<file path="config.mk">
export PLATFORM = sky130hd
export DESIGN_NAME = pc_fetch
export DESIGN_NICKNAME = d
export VERILOG_FILES = /design/src/rtl/pc_fetch.sv
export SDC_FILE = /design/constraint.sdc
export NUM_CORES = 1
export LEC_CHECK = 0
export CORE_ASPECT_RATIO = 1.25
export CORE_MARGIN = 5
export CORE_UTILIZATION = 37
export CTS_BUF_LIST = sky130_fd_sc_hd__clkbuf_4 sky130_fd_sc_hd__clkbuf_8 sky130_fd_sc_hd__clkbuf_16
export CTS_CLUSTER_SIZE = 14
export DETAILED_ROUTE_END_ITERATION = 16
export PLACE_DENSITY = 0.77
export SYNTH_ARGS = -nofsm -noshare
export SYNTH_HDL_FRONTEND = slang
export SYNTH_SLANG_ARGS = --single-unit
export TNS_END_PERCENT = 5
</file>
<file path="constraint.sdc">
create_clock -name clk -period 2 [get_ports clk]
set_clock_uncertainty 0.2 [all_clocks]
set_input_delay 0.4 -clock clk [delete_from_list [all_inputs] [get_ports clk]]
set_output_delay 0.4 -clock clk [all_outputs]
set_load 0.005 [all_outputs]
</file>
<file path="src/rtl/pc_fetch.sv">
// Fetch stage: owns the architectural PC and fetches one instruction at a time from imem.
// The optional misaligned-next-PC trap is enabled by the FETCH_ALIGN_CHK_EN macro.
module pc_fetch #(
    parameter logic [31:0] RESET_PC    = 32'h0000_3000,
    parameter int unsigned FETCH_CNT_W = 32
) (
    input  logic                   clk,
    input  logic                   rst,
    input  logic                   halt_i,
    input  logic [31:0]            npc_i,
    output logic [31:0]            pc_o,
    output logic                   imem_req,
    output logic [31:0]            imem_addr,
    input  logic                   imem_gnt,
    input  logic                   imem_rvalid,
    input  logic [31:0]            imem_rdata,
    output logic                   inst_valid,
    output logic [31:0]            inst_o,
    input  logic                   inst_ready,
    output logic [FETCH_CNT_W-1:0] fetch_cnt,
    output logic                   fetch_err
);

    typedef enum logic [1:0] {
        S_REQ   = 2'd0,
        S_WAIT  = 2'd1,
        S_VALID = 2'd2,
        S_ERR   = 2'd3
    } state_e;

    state_e                 state_q, state_d;
    logic [31:0]            pc_q, pc_d;
    logic [31:0]            inst_q, inst_d;
    logic [FETCH_CNT_W-1:0] cnt_q, cnt_d;
    logic                   req_c;
`ifdef FETCH_ALIGN_CHK_EN
    logic                   err_q, err_d;
`endif

    // State and datapath registers
    always_ff @(posedge clk) begin
        if (rst) begin
            state_q <= S_REQ;
            pc_q    <= RESET_PC;
            inst_q  <= 32'h0;
            cnt_q   <= '0;
`ifdef FETCH_ALIGN_CHK_EN
            err_q   <= 1'b0;
`endif
        end else begin
            state_q <= state_d;
            pc_q    <= pc_d;
            inst_q  <= inst_d;
            cnt_q   <= cnt_d;
`ifdef FETCH_ALIGN_CHK_EN
            err_q   <= err_d;
`endif
        end
    end

    // Next-state and request logic; only one imem request is ever outstanding
    always_comb begin
        state_d = state_q;
        pc_d    = pc_q;
        inst_d  = inst_q;
        cnt_d   = cnt_q;
        req_c   = 1'b0;
`ifdef FETCH_ALIGN_CHK_EN
        err_d   = err_q;
`endif
        case (state_q)
            S_REQ: begin
                req_c = ~halt_i & ~rst;
                if (req_c && imem_gnt) begin
                    state_d = S_WAIT;
                end
            end
            S_WAIT: begin
                if (imem_rvalid) begin
                    inst_d  = imem_rdata;
                    state_d = S_VALID;
                end
            end
            S_VALID: begin
                if (inst_ready) begin
                    cnt_d = cnt_q + FETCH_CNT_W'(1);
`ifdef FETCH_ALIGN_CHK_EN
                    pc_d  = npc_i;
                    if (npc_i[1:0] != 2'b00) begin
                        err_d   = 1'b1;
                        state_d = S_ERR;
                    end else begin
                        state_d = S_REQ;
                    end
`else
                    // Low bits are forced to word alignment when the trap is disabled
                    pc_d    = npc_i & 32'hFFFF_FFFC;
                    state_d = S_REQ;
`endif
                end
            end
            S_ERR: begin
                state_d = S_ERR;
            end
            default: begin
                state_d = S_REQ;
            end
        endcase
    end

    assign pc_o       = pc_q;
    assign imem_req   = req_c;
    assign imem_addr  = pc_q;
    assign inst_valid = (state_q == S_VALID);
    assign inst_o     = inst_q;
    assign fetch_cnt  = cnt_q;
`ifdef FETCH_ALIGN_CHK_EN
    assign fetch_err  = err_q;
`else
    assign fetch_err  = 1'b0;
`endif

endmodule

</file>
==> impl_metrics.toml, run 1 <==
[synthesis]
synth_mux_area_share_pct = 0.244
synth.top_cells.by_area = "dfxtp_1, nand2_1, a21oi_1"
yosys_warnings = 0
synthAdderAreaFrac_pct = 1.83
synth_edf_count = 0
synthFlopType = "dfxtp_1"
avgSynthCellArea_sq_um = 8.08
synth_cells = 508
synth_compound_area_share_pct = 13.8
synth_top_family_by_area = "simple AND/OR/NAND/NOR gates"
synthXorXnorAreaFrac_pct = 2.13
yosys.cell_types.count = 31
ys_ff_latch = 96
synth.top_cell.area_share_pct = 46.8
yosysMostFrequentCell = "nand2_1"
synth_area_sq_um = 4110
synthSimpleGateAreaFrac_pct = 24.2
yosys.area.top_type = "dfxtp_1"
yosys-top-cells-count = "nand2_1, dfxtp_1, a21oi_1, buf_4, clkbuf_1"
synth-seq-area-share_pct = 46.8
synthArstFlopShare_pct = 0

[grt]
grt_pass1_wl_um = 19700
grt_max_degree = 56
antenna_found_initial = 0
track_usage_pct = 17.9
grt_overflow = 0
grt_pass1_vias = 4086

[worst_setup_path]
rr_worst_depth = 7
critPathLaunchType = "flip-flop"
crit_arrival_ns = 2.01
critPathMaxFanout = 10
regToRegStartpoint = "state_q[0]"
crit_end = "fetch_cnt[31]"
r2r-end = "fetch_cnt[31]"
cp.required_ns = 2.06
cp-end-kind = "flip-flop"
crit_start = "state_q[0]"
r2r_slack_ns = 0.05
critPathKind = "flip-flop to flip-flop"

[timing]
worstMarginPinSlew_ns = 0.580
fin_crit_ns = 1.95
rsz0062_at_grt = "yes"
max_slew_margin_pct = 61.4
max_freq_ghz = 0.513
fin_ws_ns = 0.0526
finalCritPeriodShare_pct = 97.4
slew_viol_final = 0
setup_viol = 0
hold_viol = 0

[floorplan]
die_x_um = 104
start_util_pct = 37.4
coreArea_sq_um = 11000
die_h_um = 128
io_pins = 201
fp-row-count = 43
dieArea_sq_um = 13300

[cells_and_area]
final_cells = 832
layout-drive-gt1-share_pct = 12.1
num-fill-cells = 937
num-nets-final = 768
num_antenna_cells = 0
syn2layout_area_growth_pct = 60.6

[flow_run]
maxCapViolations = 0

[power]
combinationalPowerShare_pct = 11.6
p_sw_share_pct = 22.0
power_mw = 4.36
irDropWorstVdd_mv = 0.384
internal_power_mw = 3.40
p_clk_share_pct = 42.7
powerDensity_nw_per_um2 = 661
p_leak_nw = 2.37
p_sw_uw = 960
p_seq_share_pct = 45.7

[run_status]
outcome = "finished, final reports clean"

[clock_tree]
cts_sinks = 96
clock_latency_ns = 0.34
tritoncts = "done"
clk_path_buf_depth = 2
cts_hold_buf = 0
cts_buffers = 9
clkTransAtPathRegs_ns = 0.06
cts_root_buf = "clkbuf_16"
h-tree-depth = 3

[detailed_routing]
ant_nets = 0
wirelength_um = 12700
vias = 4155
routedWlPerCell_um = 15.3
vias_per_cell = 4.99
drc = 0
first_pass_iters = 4
drt-initial-drc-count = 167

[placement]
dp_cells = 811
gp_congestion = 0.825
pre_cts_ws_ns = -0.386
dp_hpwl_um = 9370
numPortBuffers = 193

[worst_hold_path]
hold_path_class = "input pin to flip-flop"
through the flow:
stage                     TNS, ns  util [%]  hold WS [ns]  cell area, sq um
after global placement      -5.14      56.1         0.241              6160
after global routing      -0.0317      60.1         0.111              6590
after detailed placement    -6.32      56.1         0.245              6160
after CTS                 -0.0106      59.3         0.102              6500
after floorplan                 0         -         0.253              4130
final                           0      60.1         0.108              6590
critical path, stage by stage (launching register included):
cell,delay (ns)
dfxtp_2,0.34
inv_4,0.07
ha_4,0.14
and4_1,0.21
nand4_1,0.13
buf_6,0.17
or4_1,0.47
a21oi_1,0.14
worst min-delay path by stage:
stage                           from          to  slack [ns]  cells past startpoint
after CTS                        rst  inst_o[13]        0.10                      2
after global placement    inst_o[24]  inst_o[24]        0.24                      2
after global routing             rst  inst_o[13]        0.11                      2
after detailed placement  inst_o[24]  inst_o[24]        0.25                      2
after floorplan            inst_o[0]   inst_o[0]        0.25                      2
final                            rst  inst_o[13]        0.11                      2
repair_timing:
item | 4_1_cts | 5_1_grt
gates cloned | 0 | 1
setup endpoints to repair | 9 | 21
pin swaps | 0 | 5
setup buffers | 0 | 4
hold endpoints to repair | 0 | 0
resized for setup | 7 | 24
logic make-up after synthesis:
group	count (synthesis)
simple gates	212
compound gates	105
flops	96
buf+inv	77
xor+xnor	10
fa+ha+maj	6
other cells	1
mux	1
power by group through the flow:
stage / Clock (mW) / Sequential (mW) / Combinational (mW)
floorplan: 0 / 2.04 / 0.180
global placement: 0 / 2.03 / 0.493
detailed placement: 0 / 2.03 / 0.502
CTS: 1.90 / 1.99 / 0.505
global route: 1.98 / 2.00 / 0.550
finish: 1.86 / 1.99 / 0.506
sequential cells by signal (all words and copies together), names as in the netlist:
register and cells:
state_q 2, inst_o 32, imem_addr 30, fetch_cnt 32
cells in the final DEF (no fill, tap or decap), drive strengths merged, types with 6 or more instances in the layout:
| cell type | synthesis | final |
|---|---|---|
| clkdlybuf4s50 | 0 | 188 |
| clkbuf | 27 | 12 |
| buf | 42 | 45 |
| xor2 | 6 | 6 |
| nand3 | 8 | 8 |
| or4 | 14 | 14 |
| inv | 8 | 8 |
| ha | 6 | 6 |
| o21ai | 8 | 8 |
| nand4 | 12 | 13 |
| a21oi | 82 | 82 |
| or3 | 7 | 7 |
| o31ai | 13 | 13 |
| nor2 | 14 | 14 |
| nand2 | 138 | 138 |
| dfxtp | 96 | 96 |
layer usage:
layer	track usage (%)	wire length, um	up-vias
met2	31.9	6700	166
met5	0	0	-
met3	7.91	1140	24
met1	18.8	4630	1923
met4	6.02	259	0
li1	-	-	2042
area by class of cell:
class	instances	area (sq um)	share of cell area (%)
timing repair buffer	237	2310	35.1
tap	135	169	2.56
sequential	96	1930	29.3
clock inverter	5	80.1	1.21
clock buffer	11	246	3.74
multi-input combinational	340	1820	27.6
inverter	8	32.5	0.493
Power figures use the tool's default switching activity.
==> run 2, diff against run 1 <==
ABC_CLOCK_PERIOD_IN_PS = 2000   (was not set)
CELL_PAD_IN_SITES_DETAIL_PLACEMENT = 2   (was not set)
CELL_PAD_IN_SITES_GLOBAL_PLACEMENT = 2   (was not set)
CORE_UTILIZATION = 19   (was 37)
PLACE_DENSITY = not set   (was 0.77)
PLACE_DENSITY_LB_ADDON = 0.1   (was not set)
==> impl_metrics.toml, run 2 (same netlist as run 1, synthesis figures left out) <==
[timing]
max_freq_ghz = 0.512
slew_viol_final = 0
hold_viol = 0
fin_ws_ns = 0.0450
max_slew_margin_pct = 35.7
rsz0062_at_grt = "yes"
fin_setup_tns_ns = 0
hold_ws_ns = 0.256
setup_viol = 0
finalCritPeriodShare_pct = 97.8
fin_crit_ns = 1.96
worstMarginPinSlew_ns = 0.964

[cells_and_area]
final_util_pct = 32.1
final_cell_mix = "clkdlybuf4s50_1, nand2_1, dfxtp_1, a21oi_1, buf_4"
design_area_sq_um = 6870
num-nets-final = 779
num_antenna_cells = 0
final_cells = 985
syn2layout_area_growth_pct = 67.4
layout-drive-gt1-share_pct = 13.7
mostFrequentLayoutCell = "clkdlybuf4s50_1"
num-fill-cells = 2413

[worst_setup_path]
critPathKind = "flip-flop to output port"
cp-end-kind = "output port"
crit_start = "fetch_cnt[8]"
crit_arrival_ns = 1.36
crit_end = "fetch_cnt[8]"
critPathMaxFanout = 7
regToRegStartpoint = "state_q[0]"
rr_worst_depth = 8
r2r-end = "fetch_cnt[19]"
critPathLaunchType = "flip-flop"
r2r_slack_ns = 0.04
cp.required_ns = 1.40

[detailed_routing]
vias = 4271
ant_nets = 0
first_pass_iters = 4
drc = 0
routedWlPerCell_um = 17.2
drt-initial-drc-count = 83
wirelength_um = 17000
vias_per_cell = 4.34

[floorplan]
coreArea_sq_um = 21400
die_x_um = 141
fp-row-count = 60
start_util_pct = 19.2
dieArea_sq_um = 24700
io_pins = 201
die_h_um = 174

[clock_tree]
cts_root_buf = "clkbuf_16"
clock_latency_ns = 0.35
cts_buffers = 9
h-tree-depth = 3
tritoncts = "done"
clkTransAtPathRegs_ns = 0.07
clk_path_buf_depth = 2
cts_sinks = 96

[worst_hold_path]
hold_path_class = "flip-flop to flip-flop"

[grt]
grt_overflow = 0
antenna_found_initial = 1
grt_pass1_vias = 4664
grt_pass1_wl_um = 26200
grt_max_degree = 82
track_usage_pct = 13.4

[placement]
dp_hpwl_um = 12500
place_area_sq_um = 6420
numPortBuffers = 193
dp_cells = 965
gp_congestion = 0.734
pre_cts_ws_ns = -0.410

[power]
power_mw = 4.41
powerDensity_nw_per_um2 = 642
p_leak_nw = 2.43
irDropWorstVdd_mv = 0.516

[run_status]
outcome = "finished, final reports clean"

[flow_run]
maxCapViolations = 0
## run 2: layout make-up
| type | instances | area, sq um | share of cell area (%) |
|---|---|---|---|
| clock inverter | 4 | 70.1 | 1.02 |
| inverter | 8 | 32.5 | 0.473 |
| clock buffer | 10 | 239 | 3.48 |
| tap | 279 | 349 | 5.08 |
| multi-input combinational | 340 | 1860 | 27.0 |
| sequential | 96 | 1930 | 28.1 |
| timing repair buffer | 248 | 2400 | 34.9 |
## run 2: worst min path at each step
stage | start | to | slack, ns | cells past startpoint
2_1_floorplan | inst_o[0] | inst_o[0] | 0.25 | 2
3_3_place_gp | inst_o[0] | inst_o[0] | 0.24 | 2
3_5_place_dp | inst_o[15] | inst_o[15] | 0.25 | 2
4_1_cts | inst_o[15] | inst_o[15] | 0.26 | 2
5_1_grt | inst_o[15] | inst_o[15] | 0.28 | 2
6_report | inst_o[15] | inst_o[15] | 0.26 | 2
## run 2: critical path, cell delays in order (launching register included)
cell and delay, ns:
dfxtp_1 0.33, buf_4 0.16, clkdlybuf4s50_1 0.51
## run 2: power breakdown
group / total [mW] / internal [mW] / switching (mW)
registers: 1.99 / 1.96 / 0.0298
logic: 0.543 / 0.313 / 0.230
clock network: 1.87 / 1.11 / 0.760
## run 2: metal layers
metal,GRT usage (%),share of wire (%)
met5,0,0.065
met4,4.28,1.6
met3,4.38,6.1
met2,24.6,54
met1,14.3,38
## run 2: repair_timing
| action | in CTS | in global routing |
|---|---|---|
| hold buffers | 0 | 0 |
| gates cloned | 0 | 3 |
| buffers inserted | 0 | 3 |
| gates resized for setup | 16 | 25 |
| setup endpoints to repair | 14 | 20 |
| pin swaps | 2 | 10 |
==> run 3, diff against run 2 <==
SETUP_SLACK_MARGIN = 0.15   (was not set)
==> impl_metrics.toml, run 3 (same netlist as run 1, synthesis figures left out) <==
[run_status]
outcome = "finished, final reports clean"

[cells_and_area]
mostFrequentLayoutCell = "nand2_1"
final_cell_mix = "nand2_1, clkdlybuf4s50_1, a21oi_1, dfxtp_1, dfxtp_2"
syn2layout_area_growth_pct = 69.4
design_area_sq_um = 6960
layout-drive-gt1-share_pct = 20.5
num-fill-cells = 2409
num-nets-final = 768

[timing]
finalCritPeriodShare_pct = 98.8
fin_crit_ns = 1.98
hold_ws_ns = 0.257
setup_viol = 0
slew_viol_final = 0
fin_setup_tns_ns = 0
rsz0062_at_grt = "yes"
max_freq_ghz = 0.506
worstMarginPinSlew_ns = 0.963
max_slew_margin_pct = 35.8
hold_viol = 0

[power]
powerDensity_nw_per_um2 = 614
irDropWorstVdd_mv = 0.373
power_mw = 4.27
p_leak_nw = 3.26

[worst_setup_path]
cp-end-kind = "flip-flop"
critPathLaunchType = "flip-flop"
critPathMaxFanout = 10
cp.required_ns = 2.07
crit_start = "state_q[0]"
crit_arrival_ns = 2.05
critPathKind = "flip-flop to flip-flop"
rr_worst_depth = 7
r2r-end = "fetch_cnt[23]"
r2r_slack_ns = 0.02
regToRegStartpoint = "state_q[0]"

[grt]
antenna_found_initial = 1
use_met1_pct = 14.2
grt_overflow = 0
grt_max_degree = 81
track_usage_pct = 13.4
grt_pass1_wl_um = 26200
grtUsageMet2_pct = 24.8
met3_usage_pct = 4.13
grt_pass1_vias = 4731
grt-busiest-layer = "met2"

[floorplan]
io_pins = 201
fp-row-count = 60
start_util_pct = 19.2
dieArea_sq_um = 24700
die_h_um = 174
coreArea_sq_um = 21400
die_x_um = 141

[worst_hold_path]
min_from = "inst_o[2]"
holdPathEnd = "inst_o[2]"
hold_depth = 2
hold_path_class = "flip-flop to flip-flop"

[clock_tree]
cts_sinks = 96
clock_latency_ns = 0.34
cts_buffers = 9
cts_hold_buf = 0
clk_path_buf_depth = 2
clkTransAtPathRegs_ns = 0.07
cts_root_buf = "clkbuf_16"
h-tree-depth = 3
tritoncts = "done"

[placement]
numPortBuffers = 193
dp_hpwl_um = 12200
place_area_sq_um = 6360
gp_congestion = 0.699

[flow_run]
maxCapViolations = 0

[detailed_routing]
vias = 4240
drt-initial-drc-count = 104
drc = 0
routedWlPerCell_um = 17.0
wirelength_um = 16600
vias_per_cell = 4.34
first_pass_iters = 4
ant_nets = 0
==> run 3: cell count changes in the layout (fill, tap and decap cells not counted), moves of 6 or more <==
cell	delta
dlygate4sd2_1	+35
clkdlybuf4s50_1	-73
dfxtp_1	-47
dfxtp_4	+6
buf_4	-14
dfxtp_2	+41
dlymetal6s2s_1	+38
==> run 3: layout make-up <==
type                    instances  area [sq um]  area share, %
diodes                          1          2.50         0.0360
clock buffers                  10           239           3.44
clock inverters                 5          57.6          0.827
inverters                       8          32.5          0.468
multi-input cells             341          1900           27.3
flip-flops and latches         96          2000           28.8
well taps                     279           349           5.02
repair buffers                236          2370           34.1
==> run 3: power by group <==
group	internal, mW	switching (mW)	total (mW)
combinational	0.284	0.222	0.505
clock	0.996	0.788	1.78
sequential	1.95	0.0294	1.98
==> run 3: through the flow <==
stage	setup WS, ns	util (%)	std cells
finish	0.0239	32.5	976
global route	-0.0620	32.5	975
CTS	-0.0141	31.9	975
detailed placement	-0.431	29.7	955
global placement	-0.366	29.7	955
floorplan	0.0950	-	512
==> run 3: critical path, stage by stage (launching register included) <==
cell and delay [ns]:
dfxtp_2 0.34, inv_4 0.07, ha_4 0.13, and4_4 0.21, nand4_1 0.10, buf_6 0.17, or4_1 0.55, a21oi_1 0.13
==> run 3: worst max path at each step <==
stage	endpoint	slack [ns]	cells after the start
after floorplan	fetch_cnt[17]	0.1	8
after global placement	fetch_cnt[31]	-0.37	6
after detailed placement	fetch_cnt[31]	-0.43	6
after CTS	imem_req	-0.01	4
after global routing	fetch_cnt[25]	-0.06	7
final	fetch_cnt[23]	0.02	7
==> run 3: repair_timing <==
action / 4_1_cts / 5_1_grt
setup buffers: 3 / 0
pin swaps: 29 / 22
endpoints found under the setup margin: 110 / 74
gates resized for setup: 125 / 53
gates cloned: 2 / 0
==> run 3: per-layer routing <==
layer  wire [um]  up-vias
li1            -     2042
met1        6410     2075
met2        8900      108
met3        1050       15
met4         269        0
met5           0        -
